[src/rtl/alu_pkg.sv]
// Shared types for the ALU issue stage: opcodes, flag bundle and sequencer states.
package alu_pkg;

    typedef enum logic [2:0] {
        OP_ADD = 3'b000,
        OP_SUB = 3'b001,
        OP_AND = 3'b010,
        OP_OR  = 3'b011,
        OP_DIV = 3'b100,
        OP_MUL = 3'b101,
        OP_SHL = 3'b110,
        OP_SHR = 3'b111
    } alu_op_e;

    typedef struct packed {
        logic n;
        logic z;
        logic c;
        logic v;
    } alu_flags_t;

    typedef enum logic [1:0] {
        IDLE = 2'd0,
        EXEC = 2'd1,
        RESP = 2'd2
    } issue_state_e;

    function automatic logic is_shift(input alu_op_e op);
        return (op == OP_SHL) || (op == OP_SHR);
    endfunction

endpackage

[src/rtl/alu_regfile.sv]
// REGS x WIDTH register file: two combinational read ports, a debug read port,
// one synchronous write port; entry 0 always reads zero.
module alu_regfile #(
    parameter int WIDTH = 4,
    parameter int REGS  = 8,
    localparam int AW   = $clog2(REGS)
) (
    input  logic             clk,
    input  logic             rst,
    input  logic [AW-1:0]    ra1,
    output logic [WIDTH-1:0] rd1,
    input  logic [AW-1:0]    ra2,
    output logic [WIDTH-1:0] rd2,
    input  logic [AW-1:0]    dbg_addr,
    output logic [WIDTH-1:0] dbg_data,
    input  logic             we,
    input  logic [AW-1:0]    wa,
    input  logic [WIDTH-1:0] wd
);

    logic [REGS-1:0][WIDTH-1:0] mem;

    always_ff @(posedge clk) begin
        if (rst)
            mem <= '0;
        else if (we && (wa != '0))
            mem[wa] <= wd;
    end

    assign rd1      = (ra1      == '0) ? '0 : mem[ra1];
    assign rd2      = (ra2      == '0) ? '0 : mem[ra2];
    assign dbg_data = (dbg_addr == '0) ? '0 : mem[dbg_addr];

endmodule

[src/rtl/alu_issue_unit.sv]
// Issue/sequencing stage in front of the combinational ALU: IDLE -> EXEC -> RESP.
// Optional sticky carry/overflow accumulator enabled by ALU_STICKY_FLAGS_EN.
module alu_issue_unit
    import alu_pkg::*;
#(
    parameter int WIDTH = 4,
    parameter int REGS  = 8,
    localparam int AW   = $clog2(REGS)
) (
    input  logic             clk,
    input  logic             rst,
    input  logic             cmd_valid,
    output logic             cmd_ready,
    input  logic [2:0]       cmd_op,
    input  logic [AW-1:0]    cmd_rd,
    input  logic [AW-1:0]    cmd_rs1,
    input  logic [AW-1:0]    cmd_rs2,
    input  logic             cmd_imm_en,
    input  logic [WIDTH-1:0] cmd_imm,
    output logic [WIDTH-1:0] alu_a,
    output logic [WIDTH-1:0] alu_b,
    output logic [2:0]       alu_ctrl,
    input  logic [WIDTH-1:0] alu_result,
    input  logic             alu_negative,
    input  logic             alu_zero,
    input  logic             alu_carry,
    input  logic             alu_overflow,
    output logic             rsp_valid,
    input  logic             rsp_ready,
    output logic [WIDTH-1:0] rsp_data,
    output logic [3:0]       rsp_flags,
    output logic             rsp_err,
    input  logic [AW-1:0]    dbg_addr,
    output logic [WIDTH-1:0] dbg_data
`ifdef ALU_STICKY_FLAGS_EN
    ,
    output logic [1:0]       sticky_cv,
    input  logic [0:0]       sticky_clr
`endif
);

    localparam logic [WIDTH:0] SH_LIM = (WIDTH+1)'(WIDTH);

    issue_state_e     state, state_nxt;
    alu_op_e          op_q;
    logic [AW-1:0]    rd_q;
    logic [WIDTH-1:0] rf_rd1, rf_rd2;
    alu_flags_t       flags_q;
    alu_flags_t       alu_flags;
    logic             accept;
    logic             err;
    logic             wr_en;

    assign alu_ctrl  = op_q;
    assign rsp_flags = flags_q;
    assign alu_flags = '{n: alu_negative, z: alu_zero, c: alu_carry, v: alu_overflow};

    // Operand screen: the ALU gives no meaningful result for these.
    assign err   = ((op_q == OP_DIV) && (alu_b == '0)) ||
                   (is_shift(op_q) && ({1'b0, alu_b} >= SH_LIM));
    assign wr_en = (state == EXEC) && !err;

    alu_regfile #(.WIDTH(WIDTH), .REGS(REGS)) u_rf (
        .clk      (clk),
        .rst      (rst),
        .ra1      (cmd_rs1),
        .rd1      (rf_rd1),
        .ra2      (cmd_rs2),
        .rd2      (rf_rd2),
        .dbg_addr (dbg_addr),
        .dbg_data (dbg_data),
        .we       (wr_en),
        .wa       (rd_q),
        .wd       (alu_result)
    );

    always_ff @(posedge clk) begin
        if (rst)
            state <= IDLE;
        else
            state <= state_nxt;
    end

    always_comb begin
        state_nxt = state;
        cmd_ready = 1'b0;
        rsp_valid = 1'b0;
        accept    = 1'b0;
        case (state)
            IDLE: begin
                cmd_ready = 1'b1;
                accept    = cmd_valid;
                if (cmd_valid)
                    state_nxt = EXEC;
            end
            EXEC: state_nxt = RESP;
            RESP: begin
                rsp_valid = 1'b1;
                if (rsp_ready)
                    state_nxt = IDLE;
            end
            default: state_nxt = IDLE;
        endcase
    end

    always_ff @(posedge clk) begin
        if (rst) begin
            op_q     <= OP_ADD;
            rd_q     <= '0;
            alu_a    <= '0;
            alu_b    <= '0;
            rsp_data <= '0;
            flags_q  <= '0;
            rsp_err  <= 1'b0;
        end else begin
            if (accept) begin
                op_q  <= alu_op_e'(cmd_op);
                rd_q  <= cmd_rd;
                alu_a <= rf_rd1;
                alu_b <= cmd_imm_en ? cmd_imm : rf_rd2;
            end
            // Response fields only change in EXEC, so they hold through RESP.
            if (state == EXEC) begin
                rsp_err  <= err;
                rsp_data <= err ? '0 : alu_result;
                flags_q  <= err ? '0 : alu_flags;
            end
        end
    end

`ifdef ALU_STICKY_FLAGS_EN
    always_ff @(posedge clk) begin
        if (rst || sticky_clr[0])
            sticky_cv <= 2'b00;
        else if (wr_en)
            sticky_cv <= sticky_cv | {alu_carry, alu_overflow};
    end
`endif

endmodule

[config.mk]
export PLATFORM = sky130hd
export DESIGN_NAME = alu_issue_unit
export DESIGN_NICKNAME = d
export VERILOG_FILES = /design/src/rtl/alu_pkg.sv /design/src/rtl/alu_regfile.sv /design/src/rtl/alu_issue_unit.sv
export SDC_FILE = /design/constraint.sdc
export NUM_CORES = 1
export LEC_CHECK = 0
export CAP_MARGIN = 20
export CORE_ASPECT_RATIO = 0.9
export CORE_MARGIN = 2
export CORE_UTILIZATION = 25
export CTS_CLUSTER_DIAMETER = 40
export DETAILED_ROUTE_END_ITERATION = 8
export GPL_TIMING_DRIVEN = 0
export SLEW_MARGIN = 40
export SYNTH_ARGS = -nofsm -noshare
export SYNTH_HDL_FRONTEND = slang
export SYNTH_SLANG_ARGS = --single-unit
[constraint.sdc]
create_clock -name clk -period 2.3 [get_ports clk]
set_input_delay 0.46 -clock clk [delete_from_list [all_inputs] [get_ports clk]]
set_output_delay 0.46 -clock clk [all_outputs]
set_load 0.02 [all_outputs]
==> summary.txt, run 1 <==
Clock tree
  • TritonCTS Buffers: 9
  • Clock-pin slew on the worst setup and hold paths: ~0.050 ns
  • CTS Hold Buffers Added: 0
  • Worst-Skew Late Latency: ~0.32 ns
  • Root buffer cell: clkbuf_16
  • Post-CTS Setup Inserts: 0
  • CTS HTree Levels: 3
  • TritonCTS Sinks: 57
  • CTS tree: built
  • Clock Path Buffers: 2

Global route
  • Initial antenna violation count: 0
  • Vias in the first global route: 2664
  • Grt met2 use: 21.68%
  • Grt peak-use layer: met2
  • Pin count of the biggest net entering global routing: 11
  • Tot GR Track Use: 14.25%
  • Met3 usage: 5.000%
  • Global route overflow: 0
  • GR Util met1: 19.25%
  • First-pass GRT wire length: 13.98 mm

Synth
  • Post-Synthesis Cell Area: 2934 µm²
  • Main synth FF type: dfxtp_1
  • EDFF count, synth: 0
  • Ys async rst share: 0%
  • Synth cell types: 38
  • Post-synthesis sequential area ratio: between 30% and 40%
  • Yosys reg bits: 57
  • Mapped Cells: 308
  • Syn_nets: 340
  • YS warnings: 0
  • Synth Area per Inst: 9.526 µm²

Cells and area
  • Footprint of the multi-input gates: approximately 1700 µm²
  • Design area: around 4000 µm²
  • Inserted Diodes: 0
  • Final #Nets: 403
  • Area occupied by registers: 1141 µm²
  • Commonest non-fill, non-tap cell in the layout: dfxtp_1
  • Most frequent cells in the layout: dfxtp_1, clkdlybuf4s50_1, mux2i_1
  • # fillers: approximately 1.2k
  • Layout Utilization: 34.40%
  • Layout cells sized above 1: between 10% and 20%
  • P&R area growth vs syn: 34.07%

Worst setup path
  • Delay-heaviest family, CP: buffers and inverters
  • Reg2reg end: alu_a[0]
  • Combined buffer and inverter count along the critical path: 3
  • Crit path max fanout: 10
  • FF-to-FF path depth: 4
  • Startpoint Class: input pin
  • CP max stage cell: clkdlybuf4s50_1
  • Critical Path End Type: primary output
  • Worst r2r src: state[0]
  • Critical path arrival: 1.74 ns
  • Critical path, cell by cell: clkdlybuf4s50_1, buf_6, o21ai_0, a221oi_1, buf_2
  • Crit path kind: input pin to primary output
  • Worst Path Required: 1.84 ns
  • CP max stage delay: roughly 0.53 ns
  • FF-to-FF setup slack: 0.50 ns

Die
  • Core area: 11430 µm²
  • Chip Height: 106.8 µm
  • Row count: 37
  • IO Count: between 50 and 60
  • Die area: between 10000 and 15000 µm²
  • Chip width: 118.2 µm
  • Effective utilization at floorplan: 25.66%

Detailed routing
  • DRT antenna net count: 0
  • Vias/cell: 4.820
  • DR pass1 iterations: 4
  • WL final: 8.445 mm
  • Via count: 2564
  • DRC: 0
  • Drt first-iter violations: 123
  • DR WL/cell: 15.87 µm

Hold path
  • HP Start: u_rf.mem[3]
  • Hold WC Path Type: register to register
  • Hold Path Depth: 1
  • WHS Endpoint: u_rf.mem[3]

STA
  • Clock Skew: 0.006379 ns
  • Setup violators final: 0
  • Post-route clock period utilization: 95.71%
  • Max-slew violations: 0
  • Max_slew headroom: 49.98%
  • Worst slew pin tran: 0.7445 ns
  • Hold Violations, Final: 0
  • Fmax: 454.3 MHz
  • Min Tclk post-route: around 2.2 ns
  • RSZ-0062 raised after global routing: false

Status
  • Status: completed

Run
  • Max-cap violations: 0

Placed design
  • Port bufs: 52
  • Post-placement cell area: between 3000 and 4000 µm²
  • RePlAce Congestion: just under 0.9
  • Post-DP HPWL: ~6.6 mm

Power and ir drop
  • P_leak: around 1.6 nW
  • Power per cell area: 681.6 nW/µm²
  • Peak supply drop: roughly 0.30 mV
[flip-flops by register name (all words and copies together), names as in the netlist]
register,cells
u_rf.mem,32
alu_b,4
rd_q,3
rsp_err,1
alu_a,4
rsp_flags,4
rsp_data,4
state,2
alu_ctrl,3
[cell usage after synthesis, drive strengths merged, types with 2 or more instances]
| cell type | count | area [µm²] |
|---|---|---|
| a211oi | 2 | 15.01 |
| a21oi | 15 | 75.07 |
| a221oi | 7 | 61.31 |
| a22oi | 2 | 15.01 |
| a32oi | 8 | 70.07 |
| and3 | 5 | 31.28 |
| buf | 9 | 43.79 |
| clkbuf | 12 | 46.29 |
| dfxtp | 57 | 1141 |
| mux2 | 6 | 67.56 |
| mux2i | 40 | 400.4 |
| mux4 | 10 | 225.2 |
| nand2 | 23 | 86.33 |
| nand2b | 35 | 219.0 |
| nand3 | 2 | 10.01 |
| nand4 | 2 | 12.51 |
| nand4b | 2 | 17.52 |
| nor2 | 25 | 93.84 |
| nor2b | 17 | 106.4 |
| o21ai | 8 | 40.04 |
| o22ai | 2 | 12.51 |
| o31a | 2 | 17.52 |
| o32ai | 4 | 35.03 |
[layout make-up]
type | instances | area share (%)
multi-input combinational | 229 | 43.19
inverter | 1 | 0.09542
sequential | 57 | 29.01
clock inverter | 3 | 1.018
buffer | 21 | 2.640
clock buffer | 13 | 6.361
tap | 156 | 4.962
timing repair buffer | 52 | 12.72
[metrics by stage]
| step | power, mW | worst slack [ns] | hold slack [ns] | std cells | setup TNS, ns |
|---|---|---|---|---|---|
| 6_report | 2.681 | 0.09861 | 0.4664 | 532 | 0 |
| 5_1_grt | 2.789 | 0.007740 | 0.4824 | 532 | 0 |
| 4_1_cts | 2.710 | 0.01233 | 0.4688 | 532 | 0 |
| 3_5_place_dp | 1.409 | -0.6704 | 0.4588 | 516 | -2.807 |
| 3_3_place_gp | 1.403 | -0.6538 | 0.4564 | 516 | -2.735 |
| 2_1_floorplan | 1.251 | 0.2779 | 0.4332 | 308 | 0 |
[power by group]
group	leakage [nW]	total, mW	internal [mW]	switching [mW]
clock network	0.144	1.30	0.863	0.433
registers	0.462	1.05	1.02	0.0262
logic	0.956	0.340	0.161	0.178
total	1.56	2.68	2.04	0.637
[how the worst max path moves through the flow]
stage,to,start,slack [ns],cells past startpoint
2_1_floorplan,dbg_data[0],dbg_addr[0],0.28,4
3_3_place_gp,dbg_data[3],dbg_addr[1],-0.65,7
3_5_place_dp,dbg_data[0],dbg_addr[1],-0.67,7
4_1_cts,dbg_data[2],dbg_addr[2],0.01,5
5_1_grt,dbg_data[1],dbg_addr[2],0.008,5
6_report,dbg_data[2],dbg_addr[2],0.1,5
[timing repair]
action                     4_1_cts  5_1_grt
pin swaps                        0        1
setup endpoints to repair        4        2
gates resized for setup         24        5
gates cloned                     0        0
[metal layers]
metal / share of wire [%] / up-vias
li1: - / 1242
met1: 48 / 1248
met2: 46 / 72
met3: 6.2 / 2
met4: 0.67 / 0
met5: 0 / -
[kinds of logic after synthesis]
group,Yosys count,synth area share [%]
simple gates,121,22.05
flops,57,38.89
mux,56,23.62
compound gates,52,12.24
buf+inv,22,3.198
(Power assumes the default switching activity.)
==> run 2: changes to the inputs <==
--- a/config.mk
+++ b/config.mk
@@ -5,6 +5,7 @@
 export SDC_FILE = /design/constraint.sdc
 export NUM_CORES = 1
 export LEC_CHECK = 0
+export ABC_AREA = 1
 export CAP_MARGIN = 20
 export CORE_ASPECT_RATIO = 0.9
 export CORE_MARGIN = 2
==> summary.txt, run 2 <==
Die
  • Row count: 38
  • Chip Height: 108.6 µm
  • Die area: 13070 µm²
  • Chip width: 120.3 µm
  • Effective utilization at floorplan: 25.39%
  • IO Count: 58
  • Core area: 11980 µm²

Clock tree
  • TritonCTS Buffers: 9
  • Root buffer cell: clkbuf_16
  • CTS tree: built
  • Worst-Skew Late Latency: about 0.32 ns
  • Clock Path Buffers: 2
  • Clock-pin slew on the worst setup and hold paths: ~0.05 ns
  • TritonCTS Sinks: 57
  • CTS HTree Levels: 3

STA
  • TNS Setup: 0 ns
  • Setup violators final: 0
  • RSZ-0062 raised after global routing: false
  • Max_slew headroom: 63.44%
  • Fmax: 471.4 MHz
  • Hold Violations, Final: 0
  • Final hold slack: between 0.4 and 0.5 ns
  • Worst slew pin tran: 0.5483 ns
  • Post-route clock period utilization: 92.24%
  • Max-slew violations: 0
  • Clock Skew: roughly 0.0075 ns
  • Min Tclk post-route: 2.122 ns

Worst setup path
  • Critical Path End Type: primary output
  • Crit path kind: input pin to primary output
  • Worst Path Required: 1.84 ns
  • Crit path max fanout: 10
  • Critical path arrival: 1.66 ns
  • Startpoint Class: input pin

Power and ir drop
  • Power per cell area: 706.1 nW/µm²
  • Peak supply drop: 0.4022 mV
  • P_leak: 1.727 nW
  • Power Total: 2.865 mW

Global route
  • Pin count of the biggest net entering global routing: 11
  • Initial antenna violation count: 0
  • Vias in the first global route: 2978
  • Tot GR Track Use: 15.38%
  • Global route overflow: 0
  • First-pass GRT wire length: 15.29 mm

Synth
  • Commonest cells post-synth: nand2_1, nor2_1, dfxtp_1
  • Post-Synthesis Cell Area: 3042 µm²
  • Mapped Cells: 459
  • EDFF count, synth: 0
  • Cell taking the most area after synthesis: dfxtp_1
  • Syn_nets: 491
  • YS warnings: 0
  • Main synth FF type: dfxtp_1
  • Synth Area per Inst: 6.627 µm²
  • Most frequent cell after synthesis: nand2_1
  • Top cells by area, synth: dfxtp_1, nand2_1, nand3_1
  • Ys async rst share: 0%
  • Synth cell types: 21
  • Post-synthesis sequential area ratio: 37.52%
  • Yosys reg bits: 57
  • Area share of the leading cell type in the synthesized netlist: between 30% and 40%

Cells and area
  • Max reg flops: 32
  • Final #Nets: between 500 and 600
  • # fillers: 1318
  • Design area: 4058 µm²
  • Reg with most FFs: u_rf.mem
  • Layout cells sized above 1: 9.125%
  • Inserted Diodes: 0
  • Commonest non-fill, non-tap cell in the layout: nand2_1
  • Layout Utilization: 33.87%
  • P&R area growth vs syn: 33.40%
  • Area occupied by registers: 1141 µm²
  • Footprint of the multi-input gates: 1630 µm²
  • Most frequent cells in the layout: nand2_1, nor2_1, dfxtp_1

Detailed routing
  • Drt first-iter violations: approximately 180
  • DRC: 0
  • WL final: approximately 9.5 mm
  • DR pass1 iterations: 4
  • Via count: 3162
  • DR WL/cell: 13.87 µm
  • DRT antenna net count: 0
  • Vias/cell: about 4.6

Placed design
  • Post-DP HPWL: approximately 7.5 mm
  • Post-placement cell area: approximately 3800 µm²
  • RePlAce Congestion: 0.8588
  • Port bufs: 51

Run
  • Max-cap violations: 0

Hold path
  • Hold WC Path Type: register to register

Status
  • Status: completed
-- run 2: critical path, cell delays in order --
cell and delay, ns:
dlygate4sd2_1 0.26, clkbuf_4 0.19, a21oi_1 0.13, o21ai_0 0.09, nand3_1 0.09, nand2_1 0.06, a21oi_1 0.17, buf_2 0.20
-- run 2: power breakdown --
group          leakage [nW]  internal, mW  switching [mW]
registers             0.463          1.03          0.0312
logic                  1.11         0.179           0.269
clock network         0.153         0.924           0.435
total                  1.73          2.13           0.735
-- run 2: final timing paths --
path	startpoint	end	slack, ns	cells after the start
max	dbg_addr[0]	dbg_data[0]	0.18	8
min	u_rf.mem[3]	u_rf.mem[3]	0.41	2
max reg2reg	alu_b[2]	u_rf.mem[26]	0.89	6
min reg2reg	u_rf.mem[3]	u_rf.mem[3]	0.41	2
-- run 2: cells by family after synthesis --
group	after synthesis	synth area share, %
simple gates	231	35.71
compound gates	102	17.69
buf+inv	69	9.091
flops	57	37.52
-- run 2: stage by stage --
stage / std cells / worst slack, ns
2_1_floorplan: 459 / 0.4184
3_3_place_gp: 670 / -0.6482
5_1_grt: 686 / 0.04604
6_report: 686 / 0.1785
3_5_place_dp: 670 / -0.6670
4_1_cts: 686 / 0.1698
-- run 2: per-layer routing --
layer / track usage (%) / wire (µm)
met5: 0 / 0
met4: 7.060 / 294
met3: 3.661 / 584
met2: 24.47 / 4286
met1: 19.87 / 4349
-- run 2: layout make-up --
cell class / count / share of cell area [%]
multi-input cells: 333 / 40.18
clock buffers: 14 / 6.753
repair buffers: 51 / 12.12
well taps: 160 / 4.934
plain buffers: 19 / 2.405
clock inverters: 2 / 0.8634
inverters: 50 / 4.625
flip-flops and latches: 57 / 28.12
-- run 2: what timing repair did --
action / 4_1_cts / 5_1_grt
resized for setup: 25 / 0
setup buffers: 0 / 0
hold buffers: 0 / 0
endpoints found under the setup margin: 4 / 0
